**config.mk**
```make
export PLATFORM = sky130hd
export DESIGN_NAME = lut_sxx_scan_frac
export DESIGN_NICKNAME = d
export VERILOG_FILES = /design/src/rtl/lut_sxx_pkg.sv /design/src/rtl/lut_sxx_cfg_chain.sv /design/src/rtl/lut_sxx_scan_frac.sv
export SDC_FILE = /design/constraint.sdc
export NUM_CORES = 1
export LEC_CHECK = 0
export BUFFER_PORTS_ARGS = -buffer_cell sky130_fd_sc_hd__buf_2
export CAP_MARGIN = 5
export CELL_PAD_IN_SITES_DETAIL_PLACEMENT = 1
export CELL_PAD_IN_SITES_GLOBAL_PLACEMENT = 1
export CORE_MARGIN = 10
export CORE_UTILIZATION = 55
export CTS_BUF_LIST = sky130_fd_sc_hd__clkbuf_16
export DETAILED_ROUTE_END_ITERATION = 7
export PLACE_DENSITY_LB_ADDON = 0.3
export SYNTH_ARGS = -nofsm -noshare
export SYNTH_HDL_FRONTEND = slang
export SYNTH_SLANG_ARGS = --single-unit
```
**constraint.sdc**
```tcl
create_clock -name config_clk -period 3.2 [get_ports config_clk]
set_clock_uncertainty 0.15 [all_clocks]
set_input_delay 0.16 -clock config_clk [delete_from_list [all_inputs] [get_ports config_clk]]
set_output_delay 0.16 -clock config_clk [all_outputs]
set_load 0.02 [all_outputs]
```
**src/rtl/lut_sxx_pkg.sv**
```systemverilog
// Shared types and helpers for the scan-configured fracturable SXX LUT.
// CONFIG_PARITY_EN adds a trailing even-parity bit to every configuration frame.
package lut_sxx_pkg;

  typedef enum logic [1:0] {
    MODE_CASCADE = 2'b00,
    MODE_SPLIT   = 2'b01,
    MODE_SHARED  = 2'b10,
    MODE_WIDE    = 2'b11
  } mode_e;

  typedef enum logic [1:0] {
    ST_IDLE   = 2'b00,
    ST_SHIFT  = 2'b01,
    ST_COMMIT = 2'b10
  } state_e;

`ifdef CONFIG_PARITY_EN
  localparam bit PARITY_EN = 1'b1;
`else
  localparam bit PARITY_EN = 1'b0;
`endif

  // Two truth tables, two mode bits, plus the optional parity bit.
  function automatic int frame_len(input int inputs, input bit parity);
    return 2 * (1 << inputs) + 2 + (parity ? 1 : 0);
  endfunction

endpackage

```
**src/rtl/lut_sxx_cfg_chain.sv**
```systemverilog
// Serial configuration chain: shadow shift register, bit counter, commit FSM.
// With CONFIG_PARITY_EN a frame failing even parity pulses err_o instead of committing.
module lut_sxx_cfg_chain
  import lut_sxx_pkg::*;
#(
  parameter  int INPUTS = 4,
  localparam int CFG_W  = 2 * (2 ** INPUTS) + 2
) (
  input  logic             clk_i,
  input  logic             rst_ni,
  input  logic             en_i,
  input  logic             din_i,
  output logic             dout_o,
  output logic             done_o,
  output logic             valid_o,
`ifdef CONFIG_PARITY_EN
  output logic             err_o,
`endif
  output logic [CFG_W-1:0] cfg_o
);

  localparam int FRAME_LEN = frame_len(INPUTS, PARITY_EN);
  localparam int CNT_W     = $clog2(FRAME_LEN + 1);

  logic [FRAME_LEN-1:0] sr_q, sr_d;
  logic [CNT_W-1:0]     cnt_q, cnt_d;
  state_e               state_q, state_d;
  logic [CFG_W-1:0]     cfg_q, cfg_d;
  logic                 done_q, done_d;
  logic                 valid_q, valid_d;
  logic                 frame_ok;
  logic [CFG_W-1:0]     frame_cfg;

  // The payload always sits at the top of the shadow register; parity, if any, is the LSB.
  assign frame_cfg = sr_q[FRAME_LEN-1 -: CFG_W];

`ifdef CONFIG_PARITY_EN
  logic err_q, err_d;
  assign frame_ok = ~(^sr_q);
  assign err_o    = err_q;
`else
  assign frame_ok = 1'b1;
`endif

  always_comb begin
    sr_d    = sr_q;
    cnt_d   = cnt_q;
    state_d = state_q;
    cfg_d   = cfg_q;
    done_d  = 1'b0;
    valid_d = valid_q;
`ifdef CONFIG_PARITY_EN
    err_d   = 1'b0;
`endif
    if (en_i) begin
      sr_d = {sr_q[FRAME_LEN-2:0], din_i};
    end
    case (state_q)
      ST_IDLE: begin
        if (en_i) begin
          cnt_d   = CNT_W'(1);
          state_d = ST_SHIFT;
        end
      end
      ST_SHIFT: begin
        if (en_i) begin
          cnt_d = cnt_q + CNT_W'(1);
          if (cnt_q == CNT_W'(FRAME_LEN - 1)) begin
            state_d = ST_COMMIT;
          end
        end
      end
      ST_COMMIT: begin
        // sr_q still holds the completed frame even if a new bit shifts in this cycle.
        if (frame_ok) begin
          cfg_d   = frame_cfg;
          done_d  = 1'b1;
          valid_d = 1'b1;
        end else begin
`ifdef CONFIG_PARITY_EN
          err_d = 1'b1;
`endif
        end
        cnt_d   = en_i ? CNT_W'(1) : CNT_W'(0);
        state_d = en_i ? ST_SHIFT : ST_IDLE;
      end
      default: begin
        cnt_d   = '0;
        state_d = ST_IDLE;
      end
    endcase
  end

  always_ff @(posedge clk_i or negedge rst_ni) begin
    if (!rst_ni) begin
      sr_q    <= '0;
      cnt_q   <= '0;
      state_q <= ST_IDLE;
      cfg_q   <= '0;
      done_q  <= 1'b0;
      valid_q <= 1'b0;
`ifdef CONFIG_PARITY_EN
      err_q   <= 1'b0;
`endif
    end else begin
      sr_q    <= sr_d;
      cnt_q   <= cnt_d;
      state_q <= state_d;
      cfg_q   <= cfg_d;
      done_q  <= done_d;
      valid_q <= valid_d;
`ifdef CONFIG_PARITY_EN
      err_q   <= err_d;
`endif
    end
  end

  assign dout_o  = sr_q[FRAME_LEN-1];
  assign done_o  = done_q;
  assign valid_o = valid_q;
  assign cfg_o   = cfg_q;

endmodule

```
**src/rtl/lut_sxx_scan_frac.sv**
```systemverilog
// Fracturable LUT pair (cascade/split/shared/wide) loaded through a serial scan chain.
// Build with CONFIG_PARITY_EN to require even parity per frame and expose config_err.
module lut_sxx_scan_frac
  import lut_sxx_pkg::*;
#(
  parameter  int INPUTS   = 4,
  localparam int MEM_SIZE = 2 ** INPUTS
) (
  input  logic                config_clk,
  input  logic                config_rst_n,
  input  logic                config_en,
  input  logic                config_in,
  output logic                config_out,
  output logic                config_done,
  output logic                config_valid,
`ifdef CONFIG_PARITY_EN
  output logic                config_err,
`endif
  input  logic [2*INPUTS-1:0] addr,
  output logic [1:0]          out
);

  localparam int CFG_W = 2 * MEM_SIZE + 2;

  logic [CFG_W-1:0]  cfg;
  mode_e             mode;
  logic              tbl_a [MEM_SIZE];
  logic              tbl_b [MEM_SIZE];
  logic [INPUTS-1:0] addr_a, addr_b;
  logic [INPUTS-1:0] a_idx, b_idx;
  logic              a_rd, b_rd;

  lut_sxx_cfg_chain #(
    .INPUTS (INPUTS)
  ) u_cfg_chain (
    .clk_i   (config_clk),
    .rst_ni  (config_rst_n),
    .en_i    (config_en),
    .din_i   (config_in),
    .dout_o  (config_out),
    .done_o  (config_done),
    .valid_o (config_valid),
`ifdef CONFIG_PARITY_EN
    .err_o   (config_err),
`endif
    .cfg_o   (cfg)
  );

  assign mode   = mode_e'(cfg[CFG_W-1 -: 2]);
  assign addr_a = addr[2*INPUTS-1:INPUTS];
  assign addr_b = addr[INPUTS-1:0];

  generate
    for (genvar gi = 0; gi < MEM_SIZE; gi++) begin : g_tbl
      assign tbl_a[gi] = cfg[MEM_SIZE + gi];
      assign tbl_b[gi] = cfg[gi];
    end
  endgenerate

  always_comb begin
    a_idx = addr_a;
    if (mode == MODE_SHARED || mode == MODE_WIDE) begin
      a_idx = addr_b;
    end
  end

  assign a_rd = tbl_a[a_idx];

  // Cascade feeds LUT_A's result into LUT_B's top address bit; split uses addr[K] there.
  always_comb begin
    b_idx = addr_b;
    case (mode)
      MODE_CASCADE: b_idx = {a_rd, addr_b[INPUTS-2:0]};
      MODE_SPLIT:   b_idx = {addr[INPUTS], addr_b[INPUTS-2:0]};
      default:      b_idx = addr_b;
    endcase
  end

  assign b_rd = tbl_b[b_idx];

  always_comb begin
    out = {a_rd, b_rd};
    if (mode == MODE_WIDE) begin
      out = {1'b0, (addr[INPUTS] ? a_rd : b_rd)};
    end
  end

endmodule

```
==> flow_metrics.env, run 1 <==
export IMPL_run_status="complete, no violations"
export IMPL_via_per_inst=5.89
export IMPL_grt_pass1_wl_um=11600
export IMPL_critPathRequiredTime_ns=2.89
export IMPL_die_y_um=98.6
export IMPL_layout_nets=263
export IMPL_synth_distinct_cells=36
export IMPL_cts_repair_resized=0
export IMPL_r2r_end="u_cfg_chain.cfg_o[28]"
export IMPL_cts_tree="built"
export IMPL_min_delay_path_depth=2
export IMPL_yosysSeqAreaShare_pct=57.4
export IMPL_dieArea_um2=9720
export IMPL_r2r_slack_ns=1.47
export IMPL_antenna_left=0
export IMPL_wirelength_um=6860
export IMPL_r2r_cells=3
export IMPL_critPathLaunchType="flop"
export IMPL_tns_ns=0
export IMPL_route_detailed_drc=0
export IMPL_startpoint="u_cfg_chain.cfg_o[33]"
export IMPL_grt_start_max_net_pins=79
export IMPL_p_leak_nw=1.82
export IMPL_synth_warnings=0
export IMPL_clk_path_buf_depth=2
export IMPL_grt_pass1_vias=2192
export IMPL_wl_per_cell_um=20.9
export IMPL_ios=17
export IMPL_ys_ff_latch=78
export IMPL_placementRows=28
export IMPL_powerDensity_nw_per_um2=697
export IMPL_vias=1931
export IMPL_coreArea_um2=5960
export IMPL_grt_setup_unrepaired="no"
export IMPL_ys_top_cells_by_area="dfrtp_1, mux2_2, mux4_2"
export IMPL_layout_drive_gt1_share_pct=45.1
export IMPL_antennaDiodeCount=0
export IMPL_fin_crit_sh_pct=91.2
export IMPL_worst_ir_drop_vdd_v=0.000420
export IMPL_maxSlewHeadroom_pct=37.9
export IMPL_endpoint_kind="output port"
export IMPL_min_to="u_cfg_chain.frame_cfg[2]"
export IMPL_cts_sinks=78
export IMPL_synth_fp_nets=244
export IMPL_total_power_mw=2.67
export IMPL_max_cap_viol_count=0
export IMPL_synth_top_cell_by_area="dfrtp_1"
export IMPL_start_util_pct=57.1
export IMPL_die_width_um=98.6
export IMPL_clk_latency_ns=0.33
export IMPL_arrival_ns=2.61
export IMPL_gp_congestion=0.762
export IMPL_grt_antenna_before_repair=0
export IMPL_hp_class="in2reg"
export IMPL_avgSynthCellArea_um2=14.8
export IMPL_grtUsageTotal_pct=14.8
export IMPL_setup_viol=0
export IMPL_worstSetupPathType="reg2out"
export IMPL_place_hpwl_um=4420
export IMPL_hold_viol=0
export IMPL_worstReg2RegStart="u_cfg_chain.state_q[1]"
export IMPL_slew_viol_final=0
export IMPL_io_buffers=16
export IMPL_clk_pin_slew_worst_paths_ns=0.06
export IMPL_drt_iter0_markers=131
export IMPL_syn_area_um2=3400
export IMPL_htree_levels=3
export IMPL_hold_start="config_en"
export IMPL_syn_instance_count=230
export IMPL_worst_pin_slew_ns=0.932
export IMPL_cts_inserted_buffers=9
export IMPL_area_growth_pct=12.8
export IMPL_dr_pass1_iters=4
export IMPL_crit_fanout=16
export IMPL_fin_crit_ns=2.92
export IMPL_synth_top_area_share_pct=57.4
export IMPL_overflow=0
export IMPL_fmax_ghz=0.343
export IMPL_clockRootBuffer="clkbuf_16"
[report_power, final]
group	internal (mW)	switching, mW
registers	1.19	0.174
logic	0.201	0.149
clock network	0.590	0.370
[through the flow]
| step | instances | cell area, um2 | setup slack [ns] | hold WS, ns | utilization (%) |
|---|---|---|---|---|---|
| 4_1_cts | 328 | 3830 | 0.270 | 0.337 | 64.4 |
| 3_3_place_gp | 311 | 3530 | 0.693 | 0.222 | 59.3 |
| 5_1_grt | 328 | 3830 | 0.121 | 0.361 | 64.4 |
| 6_report | 328 | 3830 | 0.281 | 0.341 | 64.4 |
| 2_1_floorplan | 230 | 3400 | 0.970 | -0.286 | - |
| 3_5_place_dp | 311 | 3530 | 0.641 | 0.225 | 59.3 |
[cell type report]
cell class	count	area (um2)
Tap cell	75	93.8
Clock buffer	9	225
Sequential cell	78	1950
Clock inverter	6	55.1
Inverter	1	3.75
Timing Repair Buffer	20	118
Fill cell	555	2120
Multi-Input combinational cell	139	1390
[sequential cells by signal (all words and copies together), names as in the netlist]
register	count
u_cfg_chain.cfg_o	34
u_cfg_chain.cnt_q	6
u_cfg_chain.done_o	1
u_cfg_chain.frame_cfg	34
u_cfg_chain.state_q	2
u_cfg_chain.valid_o	1
[worst max path at each step]
stage          endpoint  slack [ns]  cells after the start
6_report         out[0]        0.28                      6
5_1_grt          out[0]        0.12                      6
4_1_cts          out[0]        0.27                      6
3_5_place_dp     out[0]        0.64                      6
3_3_place_gp     out[0]        0.69                      6
2_1_floorplan    out[1]        0.97                      6
[critical path: stages (launching register included)]
cell and delay (ns):
dfrtp_1 0.69, mux2_4 0.39, mux4_2 0.34, o22ai_1 0.11
or3_1 0.35, o211a_1 0.24, buf_2 0.16
[placed cells by master, fill, tap and decap left out, types with 4 or more instances in the layout]
| master | Yosys | routed |
|---|---|---|
| a21oi_1 | 5 | 5 |
| buf_2 | 3 | 15 |
| clkbuf_16 | 0 | 9 |
| dfrtp_1 | 78 | 78 |
| mux2_2 | 71 | 71 |
| mux4_2 | 7 | 7 |
| nand2_1 | 6 | 6 |
| nand2b_1 | 6 | 6 |
| nor2_1 | 4 | 4 |
| o21ai_0 | 5 | 5 |
[kinds of logic after synthesis]
family                   Yosys count  share of synthesized area [%]
AO/OA/AOI/OAI                     18                           3.31
adder cells (fa/ha/maj)            2                          0.736
buffers and inverters             13                           1.99
AND/OR/NAND/NOR                   32                           5.34
flip-flops                        78                           57.4
XOR/XNOR                           4                           1.03
multiplexers                      83                           30.2
[layer usage]
layer | up-vias | share of wire, % | GRT usage (%)
met3 | 12 | 2.3 | 3.49
li1 | 874 | - | -
met5 | - | 0 | 0
met2 | 19 | 54 | 26.7
met1 | 1026 | 42 | 16.5
met4 | 0 | 1.8 | 5.62
[synth_stat cells (all sizes together)]
library cell	number
o211a	1
nor2	4
or2	2
inv	1
and3b	1
nor4	1
o21bai	1
and3	2
nand3	1
o22ai	3
o32ai	1
mux2i	4
nor3b	1
nor2b	2
ha	2
mux2	72
or3	2
or4	1
nand2	6
xor2	3
buf	8
clkbuf	4
a21oi	5
dfrtp	78
nand2b	6
nor3	1
nand3b	1
mux4	7
o21ai	5
xnor2	1
nand4b	1
o2111ai	2
[what timing repair did]
item,4_1_cts,5_1_grt
endpoints found under the hold margin,79,0
hold buffers,2,0
buffers inserted,0,0
(Power assumes the default switching activity.)
==> inputs of run 2 (changes only) <==
--- a/config.mk
+++ b/config.mk
@@ -13,7 +13,7 @@
 export CORE_UTILIZATION = 55
 export CTS_BUF_LIST = sky130_fd_sc_hd__clkbuf_16
 export DETAILED_ROUTE_END_ITERATION = 7
-export PLACE_DENSITY_LB_ADDON = 0.3
+export PLACE_DENSITY = 0.8
 export SYNTH_ARGS = -nofsm -noshare
 export SYNTH_HDL_FRONTEND = slang
 export SYNTH_SLANG_ARGS = --single-unit
==> run 2 against run 1 <==
Against the previous run: die area unchanged; highest routed layer unchanged; non-clock buffer count did not move; design area up 0.26%; critical endpoint unchanged; count of clock-buffer cells in the layout is the same; register-to-register slack got worse by 0.04 ns.
==> flow_metrics.env, run 2 (synthesis gave the netlist of run 1 again) <==
export IMPL_run_status="complete, no violations"
export IMPL_cts_tree="built"
export IMPL_dieArea_um2=9720
export IMPL_die_y_um=98.6
export IMPL_r2r_end="u_cfg_chain.cfg_o[16]"
export IMPL_maxSlewHeadroom_pct=35.9
export IMPL_grt_antenna_before_repair=0
export IMPL_slew_viol_final=0
export IMPL_arrival_ns=2.58
export IMPL_clockRootBuffer="clkbuf_16"
export IMPL_endpoint_kind="output port"
export IMPL_htree_levels=3
export IMPL_overflow=0
export IMPL_wirelength_um=7310
export IMPL_io_buffers=16
export IMPL_final_cell_mix="dfrtp_1, mux2_2, buf_2, clkbuf_16, mux4_2"
export IMPL_r2r_slack_ns=1.43
export IMPL_vias=1968
export IMPL_r2r_cells=3
export IMPL_hold_viol=0
export IMPL_worstReg2RegStart="u_cfg_chain.state_q[1]"
export IMPL_route_detailed_drc=0
export IMPL_final_area_um2=3840
export IMPL_max_cap_viol_count=0
export IMPL_max_stage_delay_ns=0.69
export IMPL_place_hpwl_um=4480
export IMPL_coreArea_um2=5960
export IMPL_setup_viol=0
export IMPL_layout_nets=263
export IMPL_dr_pass1_iters=4
export IMPL_hp_class="in2reg"
export IMPL_dpl_cell_area_um2=3530
export IMPL_tns_ns=0
export IMPL_clk_latency_ns=0.34
export IMPL_grt_pass1_wl_um=12100
export IMPL_cts_inserted_buffers=9
export IMPL_path_cells="mux2_4 > mux4_2 > a21oi_1 > or3_1 > o211a_1 > buf_2"
export IMPL_antennaDiodeCount=0
export IMPL_layout_cells_most_common="dfrtp_1"
export IMPL_drt_iter0_markers=72
export IMPL_fmax_ghz=0.346
export IMPL_crit_fanout=16
export IMPL_grt_pass1_vias=2215
export IMPL_fin_crit_ns=2.89
export IMPL_antenna_left=0
export IMPL_worst_ir_drop_vdd_v=0.000418
export IMPL_grt_setup_unrepaired="no"
export IMPL_area_growth_pct=13.1
export IMPL_die_width_um=98.6
export IMPL_worst_pin_slew_ns=0.961
export IMPL_startpoint="u_cfg_chain.cfg_o[33]"
export IMPL_grt_start_max_net_pins=79
export IMPL_fill_cells=551
export IMPL_ios=17
export IMPL_critPathRequiredTime_ns=2.89
export IMPL_multi_input_area_um2=1390
export IMPL_endpoint="out[0]"
export IMPL_wl_per_cell_um=22.2
export IMPL_cts_sinks=78
export IMPL_gp_congestion=0.766
export IMPL_clk_path_buf_depth=2
export IMPL_placementRows=28
export IMPL_slowest_stage="dfrtp_1"
export IMPL_clk_pin_slew_worst_paths_ns=0.06
export IMPL_grtUsageTotal_pct=15.8
export IMPL_layout_drive_gt1_share_pct=44.9
export IMPL_p_leak_nw=1.81
export IMPL_fin_crit_sh_pct=90.3
export IMPL_worstSetupPathType="reg2out"
export IMPL_powerDensity_nw_per_um2=706
export IMPL_critPathLaunchType="flop"
export IMPL_regArea_um2=1950
export IMPL_start_util_pct=57.1
export IMPL_via_per_inst=5.98
==> run 2: changes by cell type in the layout (fill, tap and decap cells not counted), sizes merged <==
cell      before  now
clkinvlp       1    2
clkinv         3    4
inv            2    1
==> run 2: worst max-delay path, delay by kind of cell (launching register included) <==
family	cells	cell delay [ns]
AND/OR/NAND/NOR	1	0.40
AO/OA/AOI/OAI	2	0.28
buffers and inverters	1	0.16
multiplexers	2	0.72
flip-flops	1	0.69
==> run 2: worst min-delay path by stage <==
stage	end	slack [ns]	depth (start not counted)	startpoint
after floorplan	u_cfg_chain.cfg_o[0]	-0.29	0	config_rst_n
after global placement	u_cfg_chain.cnt_q[2]	0.22	1	config_rst_n
after detailed placement	u_cfg_chain.cnt_q[5]	0.22	1	config_rst_n
after CTS	u_cfg_chain.frame_cfg[9]	0.23	2	config_en
after global routing	u_cfg_chain.frame_cfg[10]	0.25	2	config_en
final	u_cfg_chain.cnt_q[0]	0.23	3	config_en
==> run 2: stage by stage <==
| stage | cells | worst slack (ns) | utilization, % | hold WS, ns | power (mW) |
|---|---|---|---|---|---|
| floorplan | 230 | 0.970 | - | -0.286 | 1.57 |
| CTS | 329 | 0.297 | 64.5 | 0.232 | 2.73 |
| global placement | 311 | 0.692 | 59.3 | 0.221 | 1.68 |
| detailed placement | 311 | 0.659 | 59.3 | 0.219 | 1.71 |
| finish | 329 | 0.311 | 64.5 | 0.230 | 2.71 |
| global route | 329 | 0.164 | 64.5 | 0.247 | 2.84 |
==> run 2: metal layers <==
metal	vias to the layer above	part of all wire (%)	track usage, %
met4	0	2.4	8.49
li1	880	-	-
met1	1035	41	18.4
met5	-	0	0
met2	34	53	26.7
met3	19	3.2	3.14
==> run 2: what timing repair did <==
action	4_1_cts	5_1_grt
hold buffers	2	0
gates resized for setup	0	0
buffers inserted	0	0
hold endpoints to repair	79	0
==> run 2: layout make-up <==
class,instances,share of cell area (%)
Clock buffer,9,5.86
Clock inverter,7,1.69
Inverter,1,0.0977
Multi-Input combinational cell,139,36.1
Sequential cell,78,50.8
Tap cell,75,2.44
Timing Repair Buffer,20,3.06
==> run 2: power breakdown <==
| group | switching [mW] | internal, mW | total (mW) |
|---|---|---|---|
| sequential | 0.184 | 1.19 | 1.37 |
| clock | 0.400 | 0.597 | 0.997 |
| combinational | 0.145 | 0.200 | 0.345 |
| total | 0.729 | 1.99 | 2.71 |
